File: src/rtl/sid_mixer_pkg.sv
// Shared constants, sequence state encoding and saturation helper for the SID mixer.
package sid_pkg;

    localparam logic [4:0] SID_ADDR_ROUTE   = 5'h17;
    localparam logic [4:0] SID_ADDR_MODEVOL = 5'h18;

    // Positions within the 4-bit mode field (register 0x18 bits 7:4).
    localparam int MODE_LP   = 0;
    localparam int MODE_BP   = 1;
    localparam int MODE_HP   = 2;
    localparam int MODE_3OFF = 3;

    typedef enum logic [3:0] {
        ST_IDLE = 4'd0,
        ST_ACC0 = 4'd1,
        ST_ACC1 = 4'd2,
        ST_ACC2 = 4'd3,
        ST_ACC3 = 4'd4,
        ST_FILT = 4'd5,
        ST_SAT  = 4'd6,
        ST_VOL0 = 4'd7,
        ST_VOL1 = 4'd8,
        ST_VOL2 = 4'd9,
        ST_VOL3 = 4'd10,
        ST_OUT  = 4'd11
    } state_t;

    function automatic logic [15:0] sat16(input logic signed [23:0] x);
        logic [15:0] r;
        if (x > 24'sd32767) begin
            r = 16'h7FFF;
        end else if (x < -24'sd32768) begin
            r = 16'h8000;
        end else begin
            r = x[15:0];
        end
        return r;
    endfunction

endpackage

File: src/rtl/sid_mixer_regs.sv
// Register decode for route/mode/volume and the per-sequence snapshot of
// registers and audio inputs taken when a sequence starts.
module sid_mixer_regs
    import sid_pkg::*;
(
    input  logic             clk,
    input  logic             rst_n_i,
    input  logic             start_i,
    input  logic             we_i,
    input  logic [4:0]       addr_i,
    input  logic [7:0]       data_i,
    input  logic [15:0]      v1_i,
    input  logic [15:0]      v2_i,
    input  logic [15:0]      v3_i,
    input  logic [15:0]      ext_i,
    input  logic [15:0]      lp_i,
    input  logic [15:0]      bp_i,
    input  logic [15:0]      hp_i,
    output logic [3:0]       route_o,
    output logic [3:0]       mode_o,
    output logic [3:0]       vol_o,
    output logic [3:0][15:0] src_o,
    output logic [2:0][15:0] filt_o
);

    logic [3:0]       route_q;
    logic [3:0]       mode_q;
    logic [3:0]       vol_q;
    logic [3:0]       snap_route_q;
    logic [3:0]       snap_mode_q;
    logic [3:0]       snap_vol_q;
    logic [3:0][15:0] snap_src_q;
    logic [2:0][15:0] snap_filt_q;

    // Live register writes plus the snapshot the datapath works from.
    always_ff @(posedge clk) begin
        if (!rst_n_i) begin
            route_q      <= 4'd0;
            mode_q       <= 4'd0;
            vol_q        <= 4'd0;
            snap_route_q <= 4'd0;
            snap_mode_q  <= 4'd0;
            snap_vol_q   <= 4'd0;
            snap_src_q   <= {4{16'd0}};
            snap_filt_q  <= {3{16'd0}};
        end else begin
            if (we_i) begin
                case (addr_i)
                    SID_ADDR_ROUTE:   route_q <= data_i[3:0];
                    SID_ADDR_MODEVOL: begin
                        mode_q <= data_i[7:4];
                        vol_q  <= data_i[3:0];
                    end
                    default: ;
                endcase
            end
            // Snapshot sees the pre-write values when a write shares the start edge.
            if (start_i) begin
                snap_route_q <= route_q;
                snap_mode_q  <= mode_q;
                snap_vol_q   <= vol_q;
                snap_src_q   <= {ext_i, v3_i, v2_i, v1_i};
                snap_filt_q  <= {hp_i, bp_i, lp_i};
            end
        end
    end

    assign route_o = snap_route_q;
    assign mode_o  = snap_mode_q;
    assign vol_o   = snap_vol_q;
    assign src_o   = snap_src_q;
    assign filt_o  = snap_filt_q;

endmodule

File: src/rtl/sid_mixer.sv
// SID output mixer: builds the filter input and the volume-scaled final mix over
// an 11-cycle sequence. Define SID_MIXER_DIGI_EN to add the volume DC step to oMix.
module sid_mixer
    import sid_pkg::*;
#(
    parameter int unsigned FILT_SHIFT = 1,
    parameter int unsigned MIX_SHIFT  = 0
) (
    input  logic               clk,
    input  logic               rstN,
    input  logic               clkEn,
    input  logic signed [15:0] iV1,
    input  logic signed [15:0] iV2,
    input  logic signed [15:0] iV3,
    input  logic signed [15:0] iExt,
    input  logic signed [15:0] iLP,
    input  logic signed [15:0] iBP,
    input  logic signed [15:0] iHP,
    input  logic               iWE,
    input  logic [4:0]         iAddr,
    input  logic [7:0]         iData,
    output logic signed [15:0] oFilterIn,
    output logic signed [15:0] oMix,
    output logic               oValid
);

    state_t             state_q;
    logic signed [17:0] acc_f_q;
    logic signed [18:0] acc_d_q;
    logic signed [15:0] mix_sat_q;
    logic signed [20:0] prod_q;
    logic [15:0]        filt_q;
    logic [15:0]        mix_q;
    logic               valid_q;

    logic               start_s;
    logic [3:0]         snap_route_s;
    logic [3:0]         snap_mode_s;
    logic [3:0]         snap_vol_s;
    logic [3:0][15:0]   snap_src_s;
    logic [2:0][15:0]   snap_filt_s;

    logic [15:0]        src_s;
    logic               route_bit_s;
    logic               gate_s;
    logic signed [17:0] acc_f_d;
    logic signed [18:0] acc_d_d;
    logic signed [18:0] filt_sum_s;
    logic signed [20:0] mix_ext_s;
    logic signed [20:0] addend_s;
    logic signed [17:0] filt_shift_s;
    logic signed [18:0] mix_shift_s;
    logic signed [20:0] prod_shift_s;
    logic signed [23:0] out_s;

    assign start_s = (state_q == ST_IDLE) && clkEn;

    sid_mixer_regs u_regs (
        .clk     (clk),
        .rst_n_i (rstN),
        .start_i (start_s),
        .we_i    (iWE),
        .addr_i  (iAddr),
        .data_i  (iData),
        .v1_i    (iV1),
        .v2_i    (iV2),
        .v3_i    (iV3),
        .ext_i   (iExt),
        .lp_i    (iLP),
        .bp_i    (iBP),
        .hp_i    (iHP),
        .route_o (snap_route_s),
        .mode_o  (snap_mode_s),
        .vol_o   (snap_vol_s),
        .src_o   (snap_src_s),
        .filt_o  (snap_filt_s)
    );

    // Per-state operand selection for the accumulate and shift-add steps.
    always_comb begin
        src_s       = 16'd0;
        route_bit_s = 1'b0;
        gate_s      = 1'b0;
        addend_s    = 21'sd0;
        mix_ext_s   = {{5{mix_sat_q[15]}}, mix_sat_q};
        case (state_q)
            ST_ACC0: begin src_s = snap_src_s[0]; route_bit_s = snap_route_s[0]; gate_s = 1'b1; end
            ST_ACC1: begin src_s = snap_src_s[1]; route_bit_s = snap_route_s[1]; gate_s = 1'b1; end
            ST_ACC2: begin
                src_s       = snap_src_s[2];
                route_bit_s = snap_route_s[2];
                gate_s      = ~snap_mode_s[MODE_3OFF];
            end
            ST_ACC3: begin src_s = snap_src_s[3]; route_bit_s = snap_route_s[3]; gate_s = 1'b1; end
            ST_VOL0: addend_s = snap_vol_s[0] ? mix_ext_s          : 21'sd0;
            ST_VOL1: addend_s = snap_vol_s[1] ? (mix_ext_s <<< 1)  : 21'sd0;
            ST_VOL2: addend_s = snap_vol_s[2] ? (mix_ext_s <<< 2)  : 21'sd0;
            ST_VOL3: addend_s = snap_vol_s[3] ? (mix_ext_s <<< 3)  : 21'sd0;
            default: ;
        endcase
    end

    // Accumulator next values, filter-output sum and output scaling.
    always_comb begin
        acc_f_d = acc_f_q;
        acc_d_d = acc_d_q;
        if (route_bit_s) begin
            acc_f_d = acc_f_q + {{2{src_s[15]}}, src_s};
        end else if (gate_s) begin
            acc_d_d = acc_d_q + {{3{src_s[15]}}, src_s};
        end else begin
            acc_d_d = acc_d_q;
        end
        filt_sum_s = (snap_mode_s[MODE_LP] ? {{3{snap_filt_s[0][15]}}, snap_filt_s[0]} : 19'sd0)
                   + (snap_mode_s[MODE_BP] ? {{3{snap_filt_s[1][15]}}, snap_filt_s[1]} : 19'sd0)
                   + (snap_mode_s[MODE_HP] ? {{3{snap_filt_s[2][15]}}, snap_filt_s[2]} : 19'sd0);
        filt_shift_s = acc_f_q >>> FILT_SHIFT;
        mix_shift_s  = acc_d_q >>> MIX_SHIFT;
        prod_shift_s = prod_q >>> 3'd4;
`ifdef SID_MIXER_DIGI_EN
        out_s = {{3{prod_shift_s[20]}}, prod_shift_s} + {12'd0, snap_vol_s, 8'd0};
`else
        out_s = {{3{prod_shift_s[20]}}, prod_shift_s};
`endif
    end

    // Sequencer and registered outputs.
    always_ff @(posedge clk) begin
        if (!rstN) begin
            state_q   <= ST_IDLE;
            acc_f_q   <= 18'sd0;
            acc_d_q   <= 19'sd0;
            mix_sat_q <= 16'sd0;
            prod_q    <= 21'sd0;
            filt_q    <= 16'd0;
            mix_q     <= 16'd0;
            valid_q   <= 1'b0;
        end else begin
            valid_q <= 1'b0;
            case (state_q)
                ST_IDLE: begin
                    if (clkEn) begin
                        acc_f_q <= 18'sd0;
                        acc_d_q <= 19'sd0;
                        state_q <= ST_ACC0;
                    end
                end
                ST_ACC0: begin acc_f_q <= acc_f_d; acc_d_q <= acc_d_d; state_q <= ST_ACC1; end
                ST_ACC1: begin acc_f_q <= acc_f_d; acc_d_q <= acc_d_d; state_q <= ST_ACC2; end
                ST_ACC2: begin acc_f_q <= acc_f_d; acc_d_q <= acc_d_d; state_q <= ST_ACC3; end
                ST_ACC3: begin acc_f_q <= acc_f_d; acc_d_q <= acc_d_d; state_q <= ST_FILT; end
                ST_FILT: begin
                    acc_d_q <= acc_d_q + filt_sum_s;
                    filt_q  <= sat16({{6{filt_shift_s[17]}}, filt_shift_s});
                    state_q <= ST_SAT;
                end
                ST_SAT: begin
                    mix_sat_q <= sat16({{5{mix_shift_s[18]}}, mix_shift_s});
                    prod_q    <= 21'sd0;
                    state_q   <= ST_VOL0;
                end
                ST_VOL0: begin prod_q <= prod_q + addend_s; state_q <= ST_VOL1; end
                ST_VOL1: begin prod_q <= prod_q + addend_s; state_q <= ST_VOL2; end
                ST_VOL2: begin prod_q <= prod_q + addend_s; state_q <= ST_VOL3; end
                ST_VOL3: begin prod_q <= prod_q + addend_s; state_q <= ST_OUT;  end
                ST_OUT: begin
                    mix_q   <= sat16(out_s);
                    valid_q <= 1'b1;
                    state_q <= ST_IDLE;
                end
                default: state_q <= ST_IDLE;
            endcase
        end
    end

    assign oFilterIn = filt_q;
    assign oMix      = mix_q;
    assign oValid    = valid_q;

endmodule

File: config.mk
export PLATFORM = sky130hd
export DESIGN_NAME = sid_mixer
export DESIGN_NICKNAME = d
export VERILOG_FILES = /design/src/rtl/sid_mixer_pkg.sv /design/src/rtl/sid_mixer_regs.sv /design/src/rtl/sid_mixer.sv
export SDC_FILE = /design/constraint.sdc
export NUM_CORES = 1
export LEC_CHECK = 0
export ABC_AREA = 1
export CORE_MARGIN = 1
export CORE_UTILIZATION = 35
export DETAILED_ROUTE_END_ITERATION = 16
export HOLD_SLACK_MARGIN = 0.15
export PLACE_DENSITY_LB_ADDON = 0.25
export SYNTH_ARGS = -nofsm -noshare
export SYNTH_HDL_FRONTEND = slang
export SYNTH_SLANG_ARGS = --single-unit
File: constraint.sdc
create_clock -name clk -period 4.4 [get_ports clk]
set_input_delay 0.88 -clock clk [delete_from_list [all_inputs] [get_ports clk]]
set_output_delay 0.88 -clock clk [all_outputs]
set_load 0.02 [all_outputs]
==> impl_metrics.csv <==
group,metric,value,unit
sta,fin_tns_setup,0,ns
synth,netlist_top_cells_area,"dfxtp_1 (34%), a21oi_1 (11%), nand2_1 (11%), ha_1 (6.1%), nand3_1 (5.7%)",
sta,fmax,254,MHz
sta,rsz0062_at_grt,"false",
critical_path,critPathCapture,"acc_d_q[17]",
floorplan,placementRows,74,
global_routing,grtUsageTotal,0.207,
global_routing,met2_usage,0.330,
global_routing,grt_util_met1,0.287,
global_routing,grt_busiest_layer,"met2",
layout,multi_input_area,8370,sq um
global_routing,grt_pass1_vias,13500,
sta,slew-limit-headroom,0.251,
sta,finalHoldViolations,0,
critical_path,cp_max_fo,4,
clock_network,clock_latency,0.57,ns
critical_path,criticalPathCategory,"flip-flop to flip-flop",
clock_network,post_cts_buffers,0,
floorplan,die_y,206,um
layout,stdcell_count,2707,
run_status,outcome,"complete, no violations",
floorplan,dieArea,42400,sq um
layout,nFillCells,4276,
floorplan,start_util,0.355,
synth,synth.most_common_cell,"nand2_1",
global_routing,use_met3,0.0301,
layout,areaGrowthSynthToFinish,21.1,%
synth,syn_inst,2039,
critical_path,arrival,4.40,ns
drt,drt-initial-drc-count,861,
pwr,clkPwrFrac,0.419,
drt,via_count,13900,
critical_path,rr_endpoint,"acc_d_q[17]",
layout,drive_above_1_share,0.0584,
pwr,intPower,4220,uW
clock_network,clk_pin_slew,0.06,ns
synth,syn_area,14500,sq um
critical_path,critPathRequiredTime,4.87,ns
hold_path,hp-start,"u_regs.route_q[0]",
layout,ff_latch_area,4940,sq um
clock_network,cts_buffers,30,
global_routing,grt_start_max_net_pins,119,
critical_path,r2r_cells,17,
clock_network,h-tree-depth,1,
drt,detail_route.wl_per_cell,16.1,um
layout,nNetsFinal,2391,
drt,ant_nets,0,
synth,synth_top_area_frac,0.340,
clock_network,cts_tree,"done",
place,io_buffers,161,
sta,final_max_slew_viol_count,0,
global_routing,grt_pass1_wl,70300,um
pwr,seqPwrFrac,0.415,
layout,diodes,0,
pwr,vdd_drop_max,0.276,mV
drt,drt_first_pass_iters,5,
pwr,switching_share,0.288,
critical_path,worstSetupStartpointType,"flip-flop",
synth,synth_flop_cell,"dfxtp_1",
sta,fin_crit_sh,0.894,
synth,synth_nets,2278,
clock_network,cts_num_sinks,247,
pwr,p_leak,0.00695,uW
critical_path,worstReg2RegStart,"acc_d_q[1]",
synth,synth-edff-count,0,
clock_network,clockRootBuffer,"clkbuf_16",
synth,synth_top_cell_by_area,"dfxtp_1",
drt,drc_errors,0,
synth,ys_seq_area_frac,0.340,
sta,skew,0.0123,ns
synth,ys_types,54,
floorplan,core,40900,sq um
drt,totalWireLength,43500,um
synth,yosysWarnings,0,
synth,netlist_top_cells_count,"nand2_1 (420), a21oi_1 (329), dfxtp_1 (247)",
floorplan,ioPinCount,162,
synth,synthArstFlopShare,0,
clock_network,cts_hold_buf,0,
critical_path,r2r_slack,0.47,ns
floorplan,die_w,206,um
synth,ys_seq_elements,247,
pwr,p_sw,1710,uW
critical_path,critPathCaptureType,"flip-flop",
critical_path,crit_start,"acc_d_q[1]",
place,placed_cells_incl_taps,2652,
clock_network,cts_resized,0,
drt,viasPerCell,5.15,
synth,avgSynthCellArea,7.13,sq um
sta,setup_viol,0,
pwr,powerDensity,337,nW/um^2
pwr,total_power,5930,uW
global_routing,antenna_found_initial,0,
pwr,power_frac_comb,0.166,
hold_path,hold_class,"flip-flop to flip-flop",
run,drv_cap,0,
place,gp_congestion,0.926,
global_routing,gr-total-overflow,0,
sta,tightest_slew,1.12,ns
clock_network,cts_buffer_depth,3,
place,place_hpwl,33100,um
sta,min_period,3.93,ns
==> layer usage <==
metal	up-vias	wire length, um
met5	-	0
met4	0	1070
met3	62	2110
met2	330	19300
met1	6406	21000
li1	7141	-
==> registers in the layout (all words and copies together), names as in the netlist <==
name,cells
u_regs.src_o,64
mix_sat_q,16
oFilterIn,16
prod_q,21
u_regs.vol_q,4
u_regs.route_q,4
u_regs.route_o,4
acc_d_q,19
u_regs.vol_o,4
oMix,16
u_regs.filt_o,48
oValid,1
u_regs.mode_q,4
u_regs.mode_o,4
acc_f_q,18
state_q,4
==> layout by cell type (no fill, tap or decap), drive strengths merged, types with 10 or more instances in the layout <==
cell,count
a21oi,330
inv,228
nand4,14
or2,19
nand3,167
nor3,16
clkdlybuf4s50,159
o221ai,15
buf,22
o22ai,28
a221o,14
clkinv,10
o21ai,170
dfxtp,247
nor2,80
nand2,427
fa,39
ha,71
clkbuf,43
==> kinds of logic after synthesis <==
group	synth area share
XOR/XNOR	0.00903
adder cells (fa/ha/maj)	0.115
AO/OA/AOI/OAI	0.231
AND/OR/NAND/NOR	0.220
flip-flops	0.340
buffers and inverters	0.0858
==> metrics by stage <==
step	hold WS, ns	utilization	setup WS (ns)	instance area [sq um]
global route	0.465	0.430	0.129	17600
finish	0.446	0.430	0.465	17600
CTS	0.445	0.430	0.478	17600
floorplan	0.420	-	0.414	14500
global placement	0.435	0.405	0.587	16600
detailed placement	0.436	0.405	0.480	16600
==> final cells by class <==
cell class	instances	area share
clock inverter	12	0.00604
sequential	247	0.281
inverter	228	0.0489
clock buffer	43	0.0517
tap	532	0.0378
timing repair buffer	181	0.0995
multi-input combinational	1464	0.475
==> critical path: stages (launching register included) <==
cell and delay (ns):
dfxtp_1 0.42, inv_1 0.12, fa_1 0.51, fa_1 0.55, inv_1 0.05, ha_1 0.24, fa_1 0.40, nand2_1 0.11
nand2_1 0.05, a21oi_1 0.20, o21ai_1 0.14, a21boi_0 0.34, o21ai_0 0.15, or2_2 0.29, nand3_1 0.07, nand3_1 0.07
nand2_1 0.07, inv_1 0.04
==> power groups by stage <==
| stage | Combinational [uW] | Sequential [uW] | Clock (uW) |
|---|---|---|---|
| after floorplan | 670 | 2470 | 0 |
| after global placement | 978 | 2510 | 0 |
| after detailed placement | 986 | 2510 | 0 |
| after CTS | 990 | 2460 | 2540 |
| after global routing | 1110 | 2470 | 2640 |
| final | 984 | 2460 | 2490 |
==> worst min-delay path by stage <==
stage | endpoint | slack [ns] | cells past startpoint
6_report | u_regs.route_q[0] | 0.45 | 2
5_1_grt | u_regs.vol_q[3] | 0.47 | 2
4_1_cts | u_regs.vol_q[3] | 0.45 | 2
3_5_place_dp | u_regs.vol_q[3] | 0.44 | 2
3_3_place_gp | u_regs.vol_q[3] | 0.43 | 2
2_1_floorplan | u_regs.vol_q[3] | 0.42 | 2
Note: power is estimated with default switching activity, not from simulation.
==> RTL edit, RTL diff (same flow settings) <==
Re-encode `state_t` (12 states) as Gray code, 4 bits wide.
--- a/src/rtl/sid_mixer_pkg.sv
+++ b/src/rtl/sid_mixer_pkg.sv
@@ -12,16 +12,16 @@
 
     typedef enum logic [3:0] {
-        ST_IDLE = 4'd0,
-        ST_ACC0 = 4'd1,
-        ST_ACC1 = 4'd2,
-        ST_ACC2 = 4'd3,
-        ST_ACC3 = 4'd4,
-        ST_FILT = 4'd5,
-        ST_SAT  = 4'd6,
-        ST_VOL0 = 4'd7,
-        ST_VOL1 = 4'd8,
-        ST_VOL2 = 4'd9,
-        ST_VOL3 = 4'd10,
-        ST_OUT  = 4'd11
+        ST_IDLE = 4'b0000,
+        ST_ACC0 = 4'b0001,
+        ST_ACC1 = 4'b0011,
+        ST_ACC2 = 4'b0010,
+        ST_ACC3 = 4'b0110,
+        ST_FILT = 4'b0111,
+        ST_SAT  = 4'b0101,
+        ST_VOL0 = 4'b0100,
+        ST_VOL1 = 4'b1100,
+        ST_VOL2 = 4'b1101,
+        ST_VOL3 = 4'b1111,
+        ST_OUT  = 4'b1110
     } state_t;
 
Formal check against the unedited RTL: same outputs for any inputs over 4 cycles, from zero or initial values and one cycle with rstN low; so few cycles prove little.
==> RTL edit against the original RTL <==
  * Global-route usage increased by 0.081 points
  * Utilization increased by 0.096 points
  * Design area increased by 3.6%
  * Wire length increased by 6.4%
  * Hold slack got worse by 0.00069 ns
  * Sequential cell count unchanged
  * Area after synthesis increased by 4.3%
  * Setup slack improved by 0.14 ns
  * Critical path type unchanged
Power is not compared: it rests on default switching activity, and its combinational part moved more than twofold at a synthesized area within 25%.
==> RTL edit: results (changes against the original RTL) <==
status: "finished, final reports clean"
clock_skew_ns: 0.0156  # +0.00330 ns
track_usage: 0.208  # +0.000807
met1Wirelength_um: 22300  # +6.2%
grt_util_met2: 0.331  # +0.000811
avgRoutedWirePerCell_um: 15.6  # -2.9%
worst_slew_pin_slew_ns: 1.05  # -0.0730 ns
synthTopCellsByArea: "dfxtp_1 (33%), nand2_1 (12%), a21oi_1 (11%)"
synthTopCellsByCount: "nand2_1 (490), inv_1 (345), a21oi_1 (329)"
grt_use_met1: 0.288  # +0.00123
cts_buffer_depth: 3  # unchanged
io_buffers: 161  # unchanged
preCtsSetupSlack_ns: 0.599  # +0.119 ns
drt-initial-drc-count: 834  # -3.1%
grtUsageMet3: 0.0267  # -0.00345
syn_nets: 2488  # +9.2%
cp_slowest_cell: "dfxtp_1"
numPlacedInstances: 2911  # +9.8%
r2r_cells: 19  # +2
syn_area_per_cell_um2: 6.75  # -5.4%
fill_cells: 4439  # +3.8%
wl_met3_um: 2180  # +3.4%
drive_above_1_share: 0.0431  # -0.0153
top_layer_used: "met5"
hp-class: "reg -> reg"
slowest_delay_ns: 0.71  # +0.16 ns
path_max_fanout: 19  # +15
drt_pass1_iterations: 5  # unchanged
root_buffer: "clkbuf_16"
cts_resized: 0  # unchanged
grt_max_degree: 109  # -8.4%
routed-wl-met2_um: 20300  # +5.1%
synthFlopType: "dfxtp_1"
first_global_vias: 14000  # +3.4%
dp.final_hpwl_um: 36300  # +9.5%
p_leak_nw: 7.68
nNetsFinal: 2606  # +9.0%
antenna_found_initial: 2  # +2
maxCapViolCount: 0  # unchanged
drt_wl_total_um: 46300  # +6.4%
placedInstanceArea_um2: 17300  # +4.1%
insertion_delay_ns: 0.59  # +0.02 ns
place_congestion: 0.950  # +2.6%
crit_arrival_ns: 4.26  # -0.14 ns
yosysSeqAreaShare: 0.326  # -0.0139
clk_pin_slew_ns: 0.06  # about the same
ys_types: 47  # -13%
switchingPower_mw: 3.33
cp_top_family: "adder cells"
viasPerCell: 4.99  # -3.1%
ir_worst_vdd_mv: 0.280
cts_made_buffers: 29  # -3.3%
worstHoldPathCells: 2  # unchanged
grt_pass1_wl_um: 73500  # +4.6%
==> RTL edit: changes by cell type after synthesis, moves of 8 or more <==
cell,unedited run,this run
nand3b_1,7,19
inv_1,219,345
o21ai_1,17,1
a31oi_1,9,1
nand2_1,420,490
nor2_1,72,108
o21ai_0,150,259
nand3_1,166,112
clkbuf_1,93,80
a221o_1,14,0
==> RTL edit: kinds of logic after synthesis <==
logic type               after synthesis  synth area share
flip-flops                           247             0.326
AND/OR/NAND/NOR                      790             0.221
AO/OA/AOI/OAI                        649             0.225
buffers and inverters                441             0.111
adder cells (fa/ha/maj)              112             0.112
XOR/XNOR                               8           0.00462
==> RTL edit: layout make-up <==
class / count / area (um2) / share of cell area
Clock buffer: 35 / 768 / 0.0421
Clock inverter: 19 / 203 / 0.0111
Inverter: 353 / 1330 / 0.0727
Multi-Input combinational cell: 1559 / 8550 / 0.468
Sequential cell: 247 / 4940 / 0.271
Tap cell: 577 / 722 / 0.0396
Timing Repair Buffer: 175 / 1740 / 0.0953
==> RTL edit: final timing paths <==
check                                    to  slack (ns)                      startpoint
max                acc_d_q[17]$_SDFFE_PN0P_        0.61   u_regs.mode_o[1]$_SDFFE_PN0P_
min          u_regs.route_q[3]$_SDFFE_PN0P_        0.45  u_regs.route_q[3]$_SDFFE_PN0P_
max reg2reg        acc_d_q[17]$_SDFFE_PN0P_        0.61   u_regs.mode_o[1]$_SDFFE_PN0P_
min reg2reg  u_regs.route_q[3]$_SDFFE_PN0P_        0.45  u_regs.route_q[3]$_SDFFE_PN0P_
==> RTL edit: power by group through the flow <==
stage	Combinational, mW	Clock, mW	Sequential (mW)
after global placement	2.91	0	3.03
final	2.95	2.47	2.98
after global routing	3.34	2.60	3.03
after CTS	2.95	2.51	2.98
after detailed placement	2.94	0	3.03
after floorplan	2.19	0	2.87
